## src/rtl/hyp_pkg.sv

```systemverilog
// Shared types and constants for the hypotenuse sequencer (hyp_seq_ctrl / hyp_isqrt).
package hyp_pkg;

  localparam int unsigned W_DEF = 8;

  typedef enum logic [2:0] {
    IDLE = 3'd0,
    SQX  = 3'd1,
    SQY  = 3'd2,
    SQRT = 3'd3,
    DONE = 3'd4
  } hyp_state_e;

  // Enabled edges from the accepting edge to the first DONE cycle.
  function automatic int unsigned hyp_lat(input int unsigned w);
    return 3 * w + 1;
  endfunction

  localparam int unsigned LAT_DEF = hyp_lat(W_DEF);

endpackage

```

## src/rtl/hyp_isqrt.sv

```systemverilog
// Bit-serial restoring square root: i_load captures a 2W+1-bit radicand, each i_step
// retires one root bit MSB first; after W+1 steps o_root_nxt_c holds the full root.
module hyp_isqrt
  import hyp_pkg::*;
#(
  parameter int unsigned W = W_DEF
) (
  input  logic         clk,
  input  logic         rst_n,
  input  logic         i_load,
  input  logic [2*W:0] i_rad,
  input  logic         i_step,
  output logic [W:0]   o_root_nxt_c
);

  localparam int unsigned RW   = 2 * W + 2;
  localparam int unsigned REMW = W + 3;
  localparam int unsigned TW   = REMW + 2;

  logic [RW-1:0]   r_rad;
  logic [REMW-1:0] r_rem;
  logic [W-1:0]    r_root;

  logic [TW-1:0]   w_trial;
  logic [TW-1:0]   w_sub;
  logic            w_ge;
  logic [REMW-1:0] w_rem_nxt;
  logic [W:0]      w_root_nxt;

  // One restoring digit: bring down two radicand bits, try subtracting 4*root+1.
  always_comb begin
    w_trial    = {r_rem, r_rad[RW-1 -: 2]};
    w_sub      = TW'({r_root, 2'b01});
    w_ge       = (w_trial >= w_sub);
    w_rem_nxt  = w_ge ? REMW'(w_trial - w_sub) : REMW'(w_trial);
    w_root_nxt = {r_root, w_ge};
  end

  assign o_root_nxt_c = w_root_nxt;

  always_ff @(posedge clk or negedge rst_n) begin
    if (!rst_n) begin
      r_rad  <= '0;
      r_rem  <= '0;
      r_root <= '0;
    end else if (i_load) begin
      r_rad  <= {1'b0, i_rad};
      r_rem  <= '0;
      r_root <= '0;
    end else if (i_step) begin
      r_rad  <= r_rad << 2;
      r_rem  <= w_rem_nxt;
      r_root <= w_root_nxt[W-1:0];
    end
  end

endmodule

```

## src/rtl/hyp_seq_ctrl.sv

```systemverilog
// Sequenced floor(sqrt(x*x+y*y)): shift-add squaring of x then y into one accumulator,
// then a bit-serial root. Define HYP_SAT_EN to clip res to 2^W-1 and flag sat.
module hyp_seq_ctrl
  import hyp_pkg::*;
#(
  parameter int unsigned W = W_DEF
) (
  input  logic         clk,
  input  logic         rst_n,
  input  logic         ena,
  input  logic         in_valid,
  output logic         in_ready,
  input  logic [W-1:0] x,
  input  logic [W-1:0] y,
  output logic         out_valid,
  input  logic         out_ready,
  output logic [W:0]   res,
  output logic         sat,
  output logic         busy
);

  localparam int unsigned AW    = 2 * W + 1;
  localparam int unsigned CNT_W = $clog2(W + 1);

  if ((W < 4) || (W > 16)) begin : g_w_range
    $error("hyp_seq_ctrl: W must lie in 4..16");
  end

  hyp_state_e       r_state;
  hyp_state_e       w_state_nxt;

  logic [AW-1:0]    r_acc;
  logic [AW-1:0]    r_opa;
  logic [W-1:0]     r_opb;
  logic [W-1:0]     r_y;
  logic [CNT_W-1:0] r_cnt;
  logic [W:0]       r_res;
  logic             r_sat;
  logic             r_out_valid;

  logic             w_last_sq;
  logic             w_last_rt;
  logic             w_isq_load;
  logic             w_isq_step;
  logic [AW-1:0]    w_acc_nxt;
  logic [W:0]       w_root;
  logic [W:0]       w_res_nxt;
  logic             w_sat_nxt;

  assign w_last_sq = (r_cnt == CNT_W'(W - 1));
  assign w_last_rt = (r_cnt == CNT_W'(W));

  // Next state and datapath strobes; nothing advances while ena is low.
  always_comb begin
    w_state_nxt = r_state;
    w_isq_load  = 1'b0;
    w_isq_step  = 1'b0;
    if (ena) begin
      unique case (r_state)
        IDLE: if (in_valid) w_state_nxt = SQX;
        SQX:  if (w_last_sq) w_state_nxt = SQY;
        SQY: begin
          w_isq_load = w_last_sq;
          if (w_last_sq) w_state_nxt = SQRT;
        end
        SQRT: begin
          w_isq_step = 1'b1;
          if (w_last_rt) w_state_nxt = DONE;
        end
        DONE: if (r_out_valid && out_ready) w_state_nxt = IDLE;
        default: w_state_nxt = IDLE;
      endcase
    end
  end

  always_ff @(posedge clk or negedge rst_n) begin
    if (!rst_n) r_state <= IDLE;
    else        r_state <= w_state_nxt;
  end

  // Accumulator input and result shaping for the cycle that finishes the root.
  always_comb begin
    w_acc_nxt = r_acc + (r_opb[0] ? r_opa : AW'(0));
    w_res_nxt = w_root;
    w_sat_nxt = 1'b0;
`ifdef HYP_SAT_EN
    if (w_root[W]) begin
      w_res_nxt = {1'b0, {W{1'b1}}};
      w_sat_nxt = 1'b1;
    end
`endif
  end

  always_ff @(posedge clk or negedge rst_n) begin
    if (!rst_n) begin
      r_acc       <= '0;
      r_opa       <= '0;
      r_opb       <= '0;
      r_y         <= '0;
      r_cnt       <= '0;
      r_res       <= '0;
      r_sat       <= 1'b0;
      r_out_valid <= 1'b0;
    end else if (ena) begin
      unique case (r_state)
        IDLE: begin
          if (in_valid) begin
            r_opa <= AW'(x);
            r_opb <= x;
            r_y   <= y;
            r_acc <= '0;
            r_cnt <= '0;
            r_res <= '0;
            r_sat <= 1'b0;
          end
        end
        SQX, SQY: begin
          r_acc <= w_acc_nxt;
          if (w_last_sq) begin
            // Reload the multiplier pair with y; harmless at the end of SQY.
            r_opa <= AW'(r_y);
            r_opb <= r_y;
            r_cnt <= '0;
          end else begin
            r_opa <= r_opa << 1;
            r_opb <= r_opb >> 1;
            r_cnt <= r_cnt + CNT_W'(1);
          end
        end
        SQRT: begin
          if (w_last_rt) begin
            r_cnt       <= '0;
            r_res       <= w_res_nxt;
            r_sat       <= w_sat_nxt;
            r_out_valid <= 1'b1;
          end else begin
            r_cnt <= r_cnt + CNT_W'(1);
          end
        end
        DONE: if (out_ready) r_out_valid <= 1'b0;
        default: ;
      endcase
    end
  end

  hyp_isqrt #(.W(W)) u_isqrt (
    .clk          (clk),
    .rst_n        (rst_n),
    .i_load       (w_isq_load),
    .i_rad        (w_acc_nxt),
    .i_step       (w_isq_step),
    .o_root_nxt_c (w_root)
  );

  assign in_ready  = (r_state == IDLE) && ena;
  assign busy      = (r_state != IDLE);
  assign out_valid = r_out_valid;
  assign res       = r_res;
  assign sat       = r_sat;

endmodule

```

## config.mk

```make
export PLATFORM = sky130hd
export DESIGN_NAME = hyp_seq_ctrl
export DESIGN_NICKNAME = d
export VERILOG_FILES = /design/src/rtl/hyp_pkg.sv /design/src/rtl/hyp_isqrt.sv /design/src/rtl/hyp_seq_ctrl.sv
export SDC_FILE = /design/constraint.sdc
export NUM_CORES = 1
export LEC_CHECK = 0
export CORE_MARGIN = 5
export CORE_UTILIZATION = 54
export DETAILED_ROUTE_END_ITERATION = 8
export HOLD_SLACK_MARGIN = 0.1
export PLACE_DENSITY = 0.73
export SYNTH_ARGS = -nofsm -noshare
export SYNTH_HDL_FRONTEND = slang
export SYNTH_SLANG_ARGS = --single-unit
```

## constraint.sdc

```tcl
create_clock -name clk -period 7.7 [get_ports clk]
set_input_delay 2.31 -clock clk [delete_from_list [all_inputs] [get_ports clk]]
set_output_delay 2.31 -clock clk [all_outputs]
set_load 0.05 [all_outputs]
```

After elaboration in Yosys (flattened, before gate mapping)

Cells that the tools add are included.

Add/subtract/negate cells: 3
Order comparisons: 1
Eq/ne operators: 12
Multiplexer cells: 39
Reductions and logical operators: 16

Operator list:

| cell                                           | count |
|---|---|
| 2-to-1 mux 17 bit                              | 4 |
| case mux 17 bit (2 select lines)               | 2 |
| 2-to-1 mux 18 bit                              | 2 |
| 2-to-1 mux 11 bit                              | 3 |
| 2-to-1 mux 8 bit                               | 4 |
| 2-to-1 mux 9 bit                               | 2 |
| case mux 9 bit (2 select lines)                | 1 |
| adder 17 bit                                   | 1 |
| case mux 8 bit (2 select lines)                | 1 |
| 2-to-1 mux 3 bit                               | 5 |
| case mux 3 bit (5 select lines)                | 1 |
| >= comparator 13 x 10 -> 1 bit                 | 1 |
| 2-to-1 mux 4 bit                               | 3 |
| inequality test 2 bit (second input constant)  | 6 |
| case mux 4 bit (3 select lines)                | 1 |
| subtractor 11 x 10 -> 11 bit                   | 1 |
| AND reduction 3 bit                            | 3 |
| 2-to-1 mux 1 bit                               | 8 |
| AND reduction 4 bit                            | 2 |
| nonzero test 2 bit                             | 4 |
| == test 3 x 2 -> 1 bit (second input constant) | 2 |
| AND reduction 6 bit                            | 1 |
| nonzero test 3 bit                             | 2 |
| adder 4 x 1 -> 4 bit (second input constant)   | 1 |
| 8 further kinds                                | 10 |

Bits in registers: 105
Input bits: 21
Word-level logic and storage cells: 83

Depth between registers and ports, before layout

Gate-level depths: netlist of the first run.

Depth after elaboration: 5
Mapped depth: 12
Gate-level depth less buffers: 11

Cells and area by module

A second synthesis of the first run with hierarchy kept.

Cell total of the unflattened synthesis: 648
Area, all modules: 6279.8 µm²

Modules (own cells, without submodules):

| module       | instances | cells an instance | area each (µm²) | seq. area each (µm²) |
|---|---|---|---|---|
| hyp_seq_ctrl | 1         | 406               | 3952.5          | 1676.6 |
| hyp_isqrt    | 1         | 242               | 2327.2          | 925.9 |

Worst setup path after synthesis of the first run

OpenSTA, ideal clock, no wires.

Path kind: input-to-output
From: in ena
To: out in_ready
Data arrival time: 3.071 ns
Data required time: 5.390 ns
Setup slack: 2.319 ns
Stages on the path: 2
Path through: inv_2 -> nor2_1

Longest elaborated chain between the ends: 1

Ends and longest elaborated chain:

| item              | line                | text |
|---|---|---|
| from (decl)       | hyp_seq_ctrl.sv:10  | `input logic ena,` |
| logical AND 1 bit | hyp_seq_ctrl.sv:155 | `assign in_ready = (r_state == IDLE) && ena;` |
| to (decl)         | hyp_seq_ctrl.sv:12  | `output logic in_ready,` |

No other way between the ends.

Final worst setup path of the first run

Ends and elaborated chain as after synthesis.

==> results.py, run 1 <==
metrics = {
    "detailed_routing": {
        "maxUsedRoutingLayer": "met4",
        "wirelength_mm": 11.7,
        "vias_per_cell": 5.77,
        "wl_met1_mm": 5.39,
        "drt-wirelength-per-cell_um": 15.7,
        "vias": 4311,
        "wl_met3_um": 445,
        "dr.pass1.iters": 4,
        "wl_met2_mm": 5.75,
        "ant_nets": 0,
        "drcViolationCount": 0,
        "drt-initial-drc-count": 250,
    },
    "synth": {
        "ys_seq_elements": 104,
        "synth_cells": 584,
        "synth_fp_nets": 634,
        "synth.yosys.seq_area_share": 0.459,
        "synthFlopType": "dfrtp_1",
        "yosysWarningCount": 0,
        "synth_edf_count": 0,
        "async_flop_share": 1.00,
        "netlist_area_um2": 5670,
        "postSynthAreaPerCell_um2": 9.71,
        "synth_cell_types": 63,
    },
    "worst_setup_path": {
        "r2r_start": "r_state[0]",
        "endpoint_kind": "output pin",
        "crit_required_ns": 5.39,
        "r2r_slack_ns": 4.68,
        "cp_cell_sequence": "clkdlybuf4s50_1 -> inv_2 -> nor2_1 -> clkdlybuf4s50_1",
        "cpMostUsedCell": "clkdlybuf4s50_1",
        "critical_path_class": "in2out",
        "slowest_stage": "clkdlybuf4s50_1",
        "arrival_ns": 3.96,
        "worst-path-max-fanout": 4,
        "rr_worst_depth": 5,
        "cpPeakStageDelay_ns": 0.84,
        "worstReg2RegEnd": "r_cnt[1]",
        "start_kind": "primary input",
    },
    "placement": {
        "gp_congestion": 0.847,
        "io_buffers": 32,
        "place_hpwl_mm": 8.38,
        "dp.cells": 731,
    },
    "timing": {
        "slew_headroom": 0.366,
        "rsz0062_at_grt": "no",
        "maxSlewViolCount": 0,
        "hold_viol": 0,
        "period_needed_ns": 6.27,
        "finalCritPeriodShare": 0.814,
        "setup_viol": 0,
        "max_freq_mhz": 159,
        "finClkSkew_ns": 0.0117,
        "tns_ns": 0,
        "worst_pin_slew_ns": 0.948,
    },
    "floorplanning": {
        "ios": 34,
        "dieArea_um2": 12700,
        "fp-row-count": 37,
        "core_um2": 10300,
        "die_y_um": 112,
        "start_util": 0.552,
        "die_w_um": 112,
    },
    "global_route": {
        "track_usage": 0.199,
        "antenna_found_initial": 0,
        "grt_pass1_wl_mm": 20.7,
        "grt_max_degree": 59,
        "grt_overflow": 0,
        "first_global_vias": 4289,
    },
    "worst_hold_path": {
        "min_path_type": "reg2reg",
        "hold_depth": 2,
        "hold_path_end": "r_opb[1]",
        "hp-start": "r_opb[1]",
    },
    "layout": {
        "ff_latch_area_um2": 2600,
        "num-nets-final": 656,
        "area_growth_syn_to_layout_pct": 10.1,
        "drive_above_1_share": 0.0851,
        "multi_input_area_um2": 2860,
        "fill_cells": 894,
        "antenna_cells": 0,
        "fin_cells": 747,
    },
    "clocking": {
        "path_clk_slew_ns": 0.09,
        "cts_resized": 0,
        "clock_latency_ns": 0.39,
        "cts-hold-fix-buffers": 0,
        "postCtsSetupRepairBufs": 0,
        "numCtsBuffers": 9,
        "cts_buffer_depth": 2,
        "cts_sinks": 104,
        "cts_root_buffer": "clkbuf_8",
        "cts_tree": "done",
        "htreeDepth": 3,
    },
    "power": {
        "total_leakage_power_uw": 0.00289,
        "power_uw": 2390,
        "p_per_area_nw_per_um2": 383,
        "irDropWorstVdd_v": 0.000195,
    },
    "job": {
        "maxCapViolations": 0,
    },
    "outcome": {
        "status": "completed",
    },
}
==> area by class of cell <==
class	count	share of cell area
tap	136	0.0272
inverter	25	0.0150
sequential	104	0.417
multi-input combinational	430	0.458
clock buffer	9	0.0198
timing repair buffer	36	0.0557
clock inverter	7	0.00741
==> through the flow <==
| stage | hold slack (ns) | area (um2) | setup WS [ns] | util |
|---|---|---|---|---|
| finish | 0.485 | 6250 | 1.43 | 0.608 |
| global route | 0.512 | 6250 | 1.37 | 0.608 |
| CTS | 0.491 | 6250 | 1.43 | 0.608 |
| detailed placement | 0.469 | 6080 | 1.43 | 0.591 |
| global placement | 0.459 | 6080 | 1.47 | 0.591 |
| floorplan | 0.444 | 5670 | 2.32 | - |
==> cells in the final DEF, fill, tap and decap left out, types with 5 or more instances in the layout <==
master           netlist  final
a21o_1                 9      9
a21oi_1               40     40
a22o_1                34     34
a22oi_1                7      7
and2_1                18     18
buf_4                  1      5
clkbuf_8               0      9
clkdlybuf4s50_1        0     31
dfrtp_1              104    104
ha_1                  28     28
inv_1                 23     23
mux2_2                 9      9
mux2i_1                6      6
nand2_1               79     79
nand3_1                6      6
nor2_1                31     31
o21ai_0               37     37
o21ai_1               22     22
o22ai_1                9      9
xnor2_1               10     10
xor2_1                12     12
==> registers in the layout, summed over array words and instances (netlist names) <==
| register | count |
|---|---|
| u_isqrt.r_rad | 18 |
| res | 9 |
| r_opb | 8 |
| out_valid | 1 |
| r_opa | 17 |
| u_isqrt.r_rem | 11 |
| r_state | 3 |
| r_acc | 17 |
| r_cnt | 4 |
| u_isqrt.r_root | 8 |
| r_y | 8 |
==> cells by family after synthesis <==
logic type,count (synthesis),synth area share
adder cells (fa/ha/maj),29,0.0653
other,1,0.000661
multiplexers,15,0.0285
AO/OA/AOI/OAI,198,0.239
flip-flops,104,0.459
XOR/XNOR,22,0.0340
buffers and inverters,50,0.0368
AND/OR/NAND/NOR,165,0.137
==> power by group <==
group | leakage (uW) | internal, uW | switching [uW]
Clock | 0.0000935 | 118 | 191
Sequential | 0.00137 | 715 | 138
Combinational | 0.00143 | 480 | 747
Total | 0.00289 | 1310 | 1080
==> cells in the mapped netlist (all sizes together) (2+ instances only) <==
master,count,share of area
nand2b,4,0.0044
xnor2,10,0.015
nand4,2,0.0022
o22ai,9,0.0099
a222oi,4,0.0071
buf,10,0.010
a21o,9,0.012
a211oi,5,0.0097
o211ai,2,0.0035
and2,18,0.020
nor2b,5,0.0068
or2,4,0.0044
a31oi,4,0.0044
o21ai,61,0.056
clkbuf,15,0.0099
nor3,7,0.0097
mux2,9,0.018
a22oi,7,0.0093
xor2,12,0.019
a21oi,40,0.035
mux2i,6,0.011
o31ai,5,0.0075
a22o,34,0.052
dfrtp,104,0.46
nand3,6,0.0053
o21a,4,0.0053
a41oi,2,0.0031
a21boi,2,0.0026
inv,24,0.016
nor2,33,0.024
ha,28,0.062
o31a,3,0.0046
nand2,80,0.053
or3,4,0.0053
==> how the worst max path moves through the flow <==
stage | end | depth (start not counted) | slack, ns | startpoint
floorplan | in_ready | 2 | 2.32 | ena
global placement | in_ready | 4 | 1.47 | ena
detailed placement | in_ready | 4 | 1.43 | ena
CTS | in_ready | 4 | 1.43 | ena
global route | in_ready | 4 | 1.37 | ena
finish | in_ready | 4 | 1.43 | ena
==> layer usage <==
metal / track usage / up-vias
li1: - / 2133
met1: 0.257 / 2103
met2: 0.335 / 66
met3: 0.0507 / 9
met4: 0.0513 / 0
met5: 0 / -
==> critical path: cells and delay by family <==
family	cells	cell delay (ns)
and+or+nand+nor	1	0.18
buffers and inverters	3	1.47
Note: power is estimated with default switching activity, not from simulation.
==> inputs of run 2 (changes only) <==
--- a/config.mk
+++ b/config.mk
@@ -9,7 +9,7 @@
 export CORE_UTILIZATION = 54
 export DETAILED_ROUTE_END_ITERATION = 8
 export HOLD_SLACK_MARGIN = 0.1
-export PLACE_DENSITY = 0.73
+export PLACE_DENSITY = 0.76
 export SYNTH_ARGS = -nofsm -noshare
 export SYNTH_HDL_FRONTEND = slang
 export SYNTH_SLANG_ARGS = --single-unit
==> constraint.sdc (replaced) <==
create_clock -name clk -period 5.4 [get_ports clk]
set_input_delay 1.62 -clock clk [delete_from_list [all_inputs] [get_ports clk]]
set_output_delay 1.62 -clock clk [all_outputs]
set_load 0.05 [all_outputs]
==> run 2 against run 1 <==
Net effect: global-route usage grew 0.19 points; largest power group unchanged; design area fell by 0.14%; largest cell class unchanged; die area unchanged; first-iteration DRC count grew 84%; clock power rose by 47%; combinational power rose by 42%; sequential power up 43%.
==> results.py, run 2 (synthesis results as in run 1) <==
metrics = {
    "layout": {
        "area_growth_syn_to_layout_pct": 9.95,
        "num-nets-final": 655,
        "largest_reg_flops": 18,
        "fin_cells": 744,
        "reg_top3": "u_isqrt.r_rad (18), r_acc (17), r_opa (17)",
        "antenna_cells": 0,
        "regMostFlops": "u_isqrt.r_rad",
        "drive_above_1_share": 0.0740,
        "final_cell_mix": "dfrtp_1 (104), nand2_1 (79), a21oi_1 (40)",
        "layout_commonest_cell": "dfrtp_1",
        "final_util": 0.607,
        "fill_cells": 871,
    },
    "floorplanning": {
        "die_y_um": 112,
        "fp-row-count": 37,
        "dieArea_um2": 12700,
        "core_um2": 10300,
        "ios": 34,
        "start_util": 0.552,
        "die_w_um": 112,
    },
    "placement": {
        "place_hpwl_mm": 8.50,
        "dp.cells": 730,
        "io_buffers": 32,
        "gp_congestion": 0.859,
    },
    "worst_setup_path": {
        "crit_family": "buffers and inverters",
        "crit_buf_inv": 3,
        "crit_required_ns": 3.78,
        "cp_cell_sequence": "clkdlybuf4s50_1 -> inv_2 -> nor2_1 -> clkdlybuf4s50_1",
        "endpoint_kind": "output pin",
        "worst-path-max-fanout": 4,
        "r2r_slack_ns": 2.45,
        "cpPeakStageDelay_ns": 0.84,
        "start_kind": "primary input",
        "critical_path_class": "in2out",
        "arrival_ns": 3.26,
        "slowest_stage": "clkdlybuf4s50_1",
        "rr_worst_depth": 5,
        "cpMostUsedCell": "clkdlybuf4s50_1",
        "path_depth": 4,
    },
    "global_route": {
        "grt_max_degree": 77,
        "first_global_vias": 4393,
        "grt_pass1_wl_mm": 21.0,
        "antenna_found_initial": 0,
        "grt_overflow": 0,
        "track_usage": 0.201,
    },
    "power": {
        "total_leakage_power_uw": 0.00287,
        "p_per_area_nw_per_um2": 549,
        "irDropWorstVdd_v": 0.000305,
    },
    "detailed_routing": {
        "wl_met2_mm": 5.82,
        "drcViolationCount": 0,
        "dr.pass1.iters": 7,
        "wl_met3_um": 407,
        "maxUsedRoutingLayer": "met4",
        "wirelength_mm": 11.8,
        "vias_per_cell": 5.88,
        "wl_met1_mm": 5.36,
        "drt-wirelength-per-cell_um": 15.9,
        "ant_nets": 0,
        "vias": 4376,
        "drt-initial-drc-count": 459,
    },
    "job": {
        "maxCapViolations": 0,
    },
    "timing": {
        "max_freq_mhz": 205,
        "finalCritPeriodShare": 0.903,
        "slew_headroom": 0.202,
        "maxSlewViolCount": 0,
        "period_needed_ns": 4.88,
        "rsz0062_at_grt": "no",
        "worst_pin_slew_ns": 1.19,
        "setup_viol": 0,
        "hold_viol": 0,
        "finClkSkew_ns": 0.00777,
        "tns_ns": 0,
    },
    "clocking": {
        "cts_sinks": 104,
        "htreeDepth": 3,
        "cts-hold-fix-buffers": 0,
        "cts_tree": "done",
        "clock_latency_ns": 0.38,
        "cts_root_buffer": "clkbuf_8",
        "path_clk_slew_ns": 0.08,
        "cts_buffer_depth": 2,
        "numCtsBuffers": 9,
        "cts_resized": 0,
        "postCtsSetupRepairBufs": 0,
    },
    "outcome": {
        "status": "completed",
    },
    "worst_hold_path": {
        "hold_depth": 2,
        "min_path_type": "reg2reg",
    },
}
## run 2: worst register-to-register path, cell delays in order (launching register included)
cell and delay, ns:
dfrtp_1 0.61, xor2_1 0.28, nand2b_1 0.49, nor2_1 0.90
nor2_1 0.25, o32ai_1 0.33
## run 2: final cells by class
type,count,area [um2],share of cell area
flip-flops and latches,104,2600,0.417
well taps,136,170,0.0273
clock inverters,1,30.0,0.00481
repair buffers,35,340,0.0546
multi-input cells,430,2860,0.459
inverters,25,93.8,0.0150
clock buffers,13,139,0.0223
## run 2: final timing paths
path,endpoint,start
worst max register to register,r_cnt[1],r_state[0]
worst min-delay path,r_opb[1],r_opb[1]
min in group asynchronous,res[7],rst_n
max in group asynchronous,r_opa[9],rst_n
worst max-delay path,in_ready,ena
worst min register to register,r_opb[1],r_opb[1]
## run 2: power breakdown
group,switching [uW],internal [uW],total (uW),leakage [uW]
Combinational,1060,686,1750,0.00142
Sequential,201,1020,1220,0.00137
Clock,244,211,455,0.0000836
Total,1510,1920,3430,0.00287
## run 2: layer usage
layer	vias to the layer above	GRT usage
met5	-	0
li1	2129	-
met2	83	0.330
met4	0	0.0761
met3	18	0.0399
met1	2146	0.263
## run 2: stage by stage
step | cell area [um2] | total power (uW) | worst slack (ns) | hold slack, ns
detailed placement | 6070 | 2980 | 0.522 | 0.471
global route | 6240 | 3720 | 0.467 | 0.511
floorplan | 5670 | 2580 | 1.40 | 0.444
CTS | 6240 | 3440 | 0.519 | 0.492
global placement | 6070 | 2910 | 0.549 | 0.459
finish | 6240 | 3430 | 0.524 | 0.488
==> inputs of run 3 (changes only) <==
==> constraint.sdc (replaced) <==
create_clock -name clk -period 4.2 [get_ports clk]
set_input_delay 1.26 -clock clk [delete_from_list [all_inputs] [get_ports clk]]
set_output_delay 1.26 -clock clk [all_outputs]
set_load 0.05 [all_outputs]
==> run 3 against run 2 <==
Net effect: count of clock-buffer cells in the layout down 1; global-route usage up 0.098 points; flip-flop and latch count unchanged; first-iteration DRC count down 23%; clock power up 30%; routed wire length up 2.4%; largest power group unchanged; worst setup slack better by 0.094 ns; non-clock buffer count up 6; total power up 30%; largest cell class unchanged.
==> results.py, run 3 (synthesis results as in run 1) <==
metrics = {
    "timing": {
        "whs_ns": 0.482,
        "hold_viol": 0,
        "finClkSkew_ns": 0.0116,
        "finalCritPeriodShare": 0.853,
        "maxSlewViolCount": 0,
        "period_needed_ns": 3.58,
        "tns_ns": 0,
        "setup_viol": 0,
        "slew_headroom": 0.263,
        "worst_pin_slew_ns": 1.11,
        "max_freq_mhz": 279,
        "rsz0062_at_grt": "no",
    },
    "power": {
        "switching_share": 0.448,
        "p_per_area_nw_per_um2": 708,
        "total_leakage_power_uw": 0.00292,
        "irDropWorstVdd_v": 0.000426,
        "p_switching_uw": 2000,
        "power_frac_seq": 0.352,
        "p_clk_frac": 0.133,
        "p_comb_frac": 0.515,
        "p_int_uw": 2470,
    },
    "clocking": {
        "cts_resized": 0,
        "clock_latency_ns": 0.38,
        "cts_sinks": 104,
        "path_clk_slew_ns": 0.09,
        "cts_buffer_depth": 2,
        "cts_root_buffer": "clkbuf_8",
        "htreeDepth": 3,
        "numCtsBuffers": 9,
        "postCtsSetupRepairBufs": 0,
        "cts-hold-fix-buffers": 0,
        "cts_tree": "done",
    },
    "global_route": {
        "first_global_vias": 4535,
        "track_usage": 0.202,
        "antenna_found_initial": 0,
        "grt_overflow": 0,
        "grt_max_degree": 91,
        "grt_pass1_wl_mm": 21.0,
    },
    "layout": {
        "drive_above_1_share": 0.0925,
        "post-route-cell-area_um2": 6310,
        "fill_cells": 871,
        "final_cell_mix": "dfrtp_1 (104), nand2_1 (79), a21oi_1 (40)",
        "num-nets-final": 661,
        "area_growth_syn_to_layout_pct": 11.2,
        "ff_latch_area_um2": 2600,
        "antenna_cells": 0,
        "regMostFlops": "u_isqrt.r_rad",
        "layout_commonest_cell": "dfrtp_1",
        "largest_reg_flops": 18,
        "reg_top3": "u_isqrt.r_rad (18), r_acc (17), r_opa (17)",
        "multi_input_area_um2": 2860,
    },
    "detailed_routing": {
        "drt-wirelength-per-cell_um": 16.1,
        "ant_nets": 0,
        "vias_per_cell": 5.92,
        "vias": 4450,
        "drcViolationCount": 0,
        "drt-initial-drc-count": 355,
        "wirelength_mm": 12.1,
        "dr.pass1.iters": 5,
    },
    "worst_setup_path": {
        "worst-path-max-fanout": 4,
        "start_kind": "primary input",
        "endpoint_kind": "output pin",
        "critical_path_class": "in2out",
        "arrival_ns": 2.32,
        "crit_required_ns": 2.94,
    },
    "floorplanning": {
        "core_um2": 10300,
        "die_w_um": 112,
        "fp-row-count": 37,
        "die_y_um": 112,
        "ios": 34,
        "start_util": 0.552,
        "dieArea_um2": 12700,
    },
    "placement": {
        "place_hpwl_mm": 8.61,
        "gp_congestion": 0.826,
        "placed_cell_area_um2": 6120,
        "io_buffers": 32,
    },
    "job": {
        "maxCapViolations": 0,
    },
    "worst_hold_path": {
        "min_path_type": "reg2reg",
    },
    "outcome": {
        "status": "completed",
    },
}
run 3: changes by cell type in the layout (fill, tap and decap cells not counted):
cell / previous run / this run
buf_4: 4 / 10
clkbuf_1: 4 / 1
clkbuf_8: 9 / 11
clkinv_2: 0 / 2
buf_12: 0 / 1
bufinv_16: 1 / 0
clkdlybuf4s50_1: 31 / 30
clkinv_4: 0 / 1
inv_6: 0 / 1
run 3: power groups by stage:
| stage | Combinational (uW) | Sequential [uW] | Clock (uW) |
|---|---|---|---|
| finish | 2300 | 1570 | 593 |
| CTS | 2300 | 1570 | 612 |
| floorplan | 1730 | 1590 | 0 |
| detailed placement | 2280 | 1580 | 0 |
| global route | 2540 | 1610 | 650 |
| global placement | 2190 | 1570 | 0 |
run 3: critical path: stages:
cell and delay (ns):
clkdlybuf4s50_1 0.53, inv_2 0.09, nor2_1 0.26, buf_12 0.18
run 3: final timing paths:
path | from | to | slack, ns | depth (start not counted)
setup reg to reg | r_opb[0] | r_acc[8] | 1.41 | 11
setup / recovery | ena | in_ready | 0.62 | 4
hold reg to reg | r_opb[1] | r_opb[1] | 0.48 | 2
max in group asynchronous | rst_n | r_opa[11] | 2.33 | 2
min in group asynchronous | rst_n | res[7] | 1.06 | 1
hold / removal | r_opb[1] | r_opb[1] | 0.48 | 2
run 3: area by class of cell:
type / instances / share of cell area
multi-input cells: 430 / 0.454
clock buffers: 12 / 0.0246
well taps: 136 / 0.0270
inverters: 25 / 0.0149
clock inverters: 4 / 0.00437
flip-flops and latches: 104 / 0.413
repair buffers: 41 / 0.0627
run 3: routing by layer:
metal	GRT usage	part of all wire	vias to the layer above
li1	-	-	2140
met5	0	0	-
met4	0.0753	0.024	0
met3	0.0518	0.038	21
met1	0.251	0.44	2206
met2	0.339	0.50	83
run 3: through the flow:
stage               total power (uW)  cells  worst slack, ns   util
finish                          4460    752            0.619  0.614
global route                    4810    752            0.547  0.614
CTS                             4480    752            0.613  0.614
detailed placement              3860    736            0.623  0.596
global placement                3760    736            0.635  0.596
floorplan                       3320    584            0.919      -
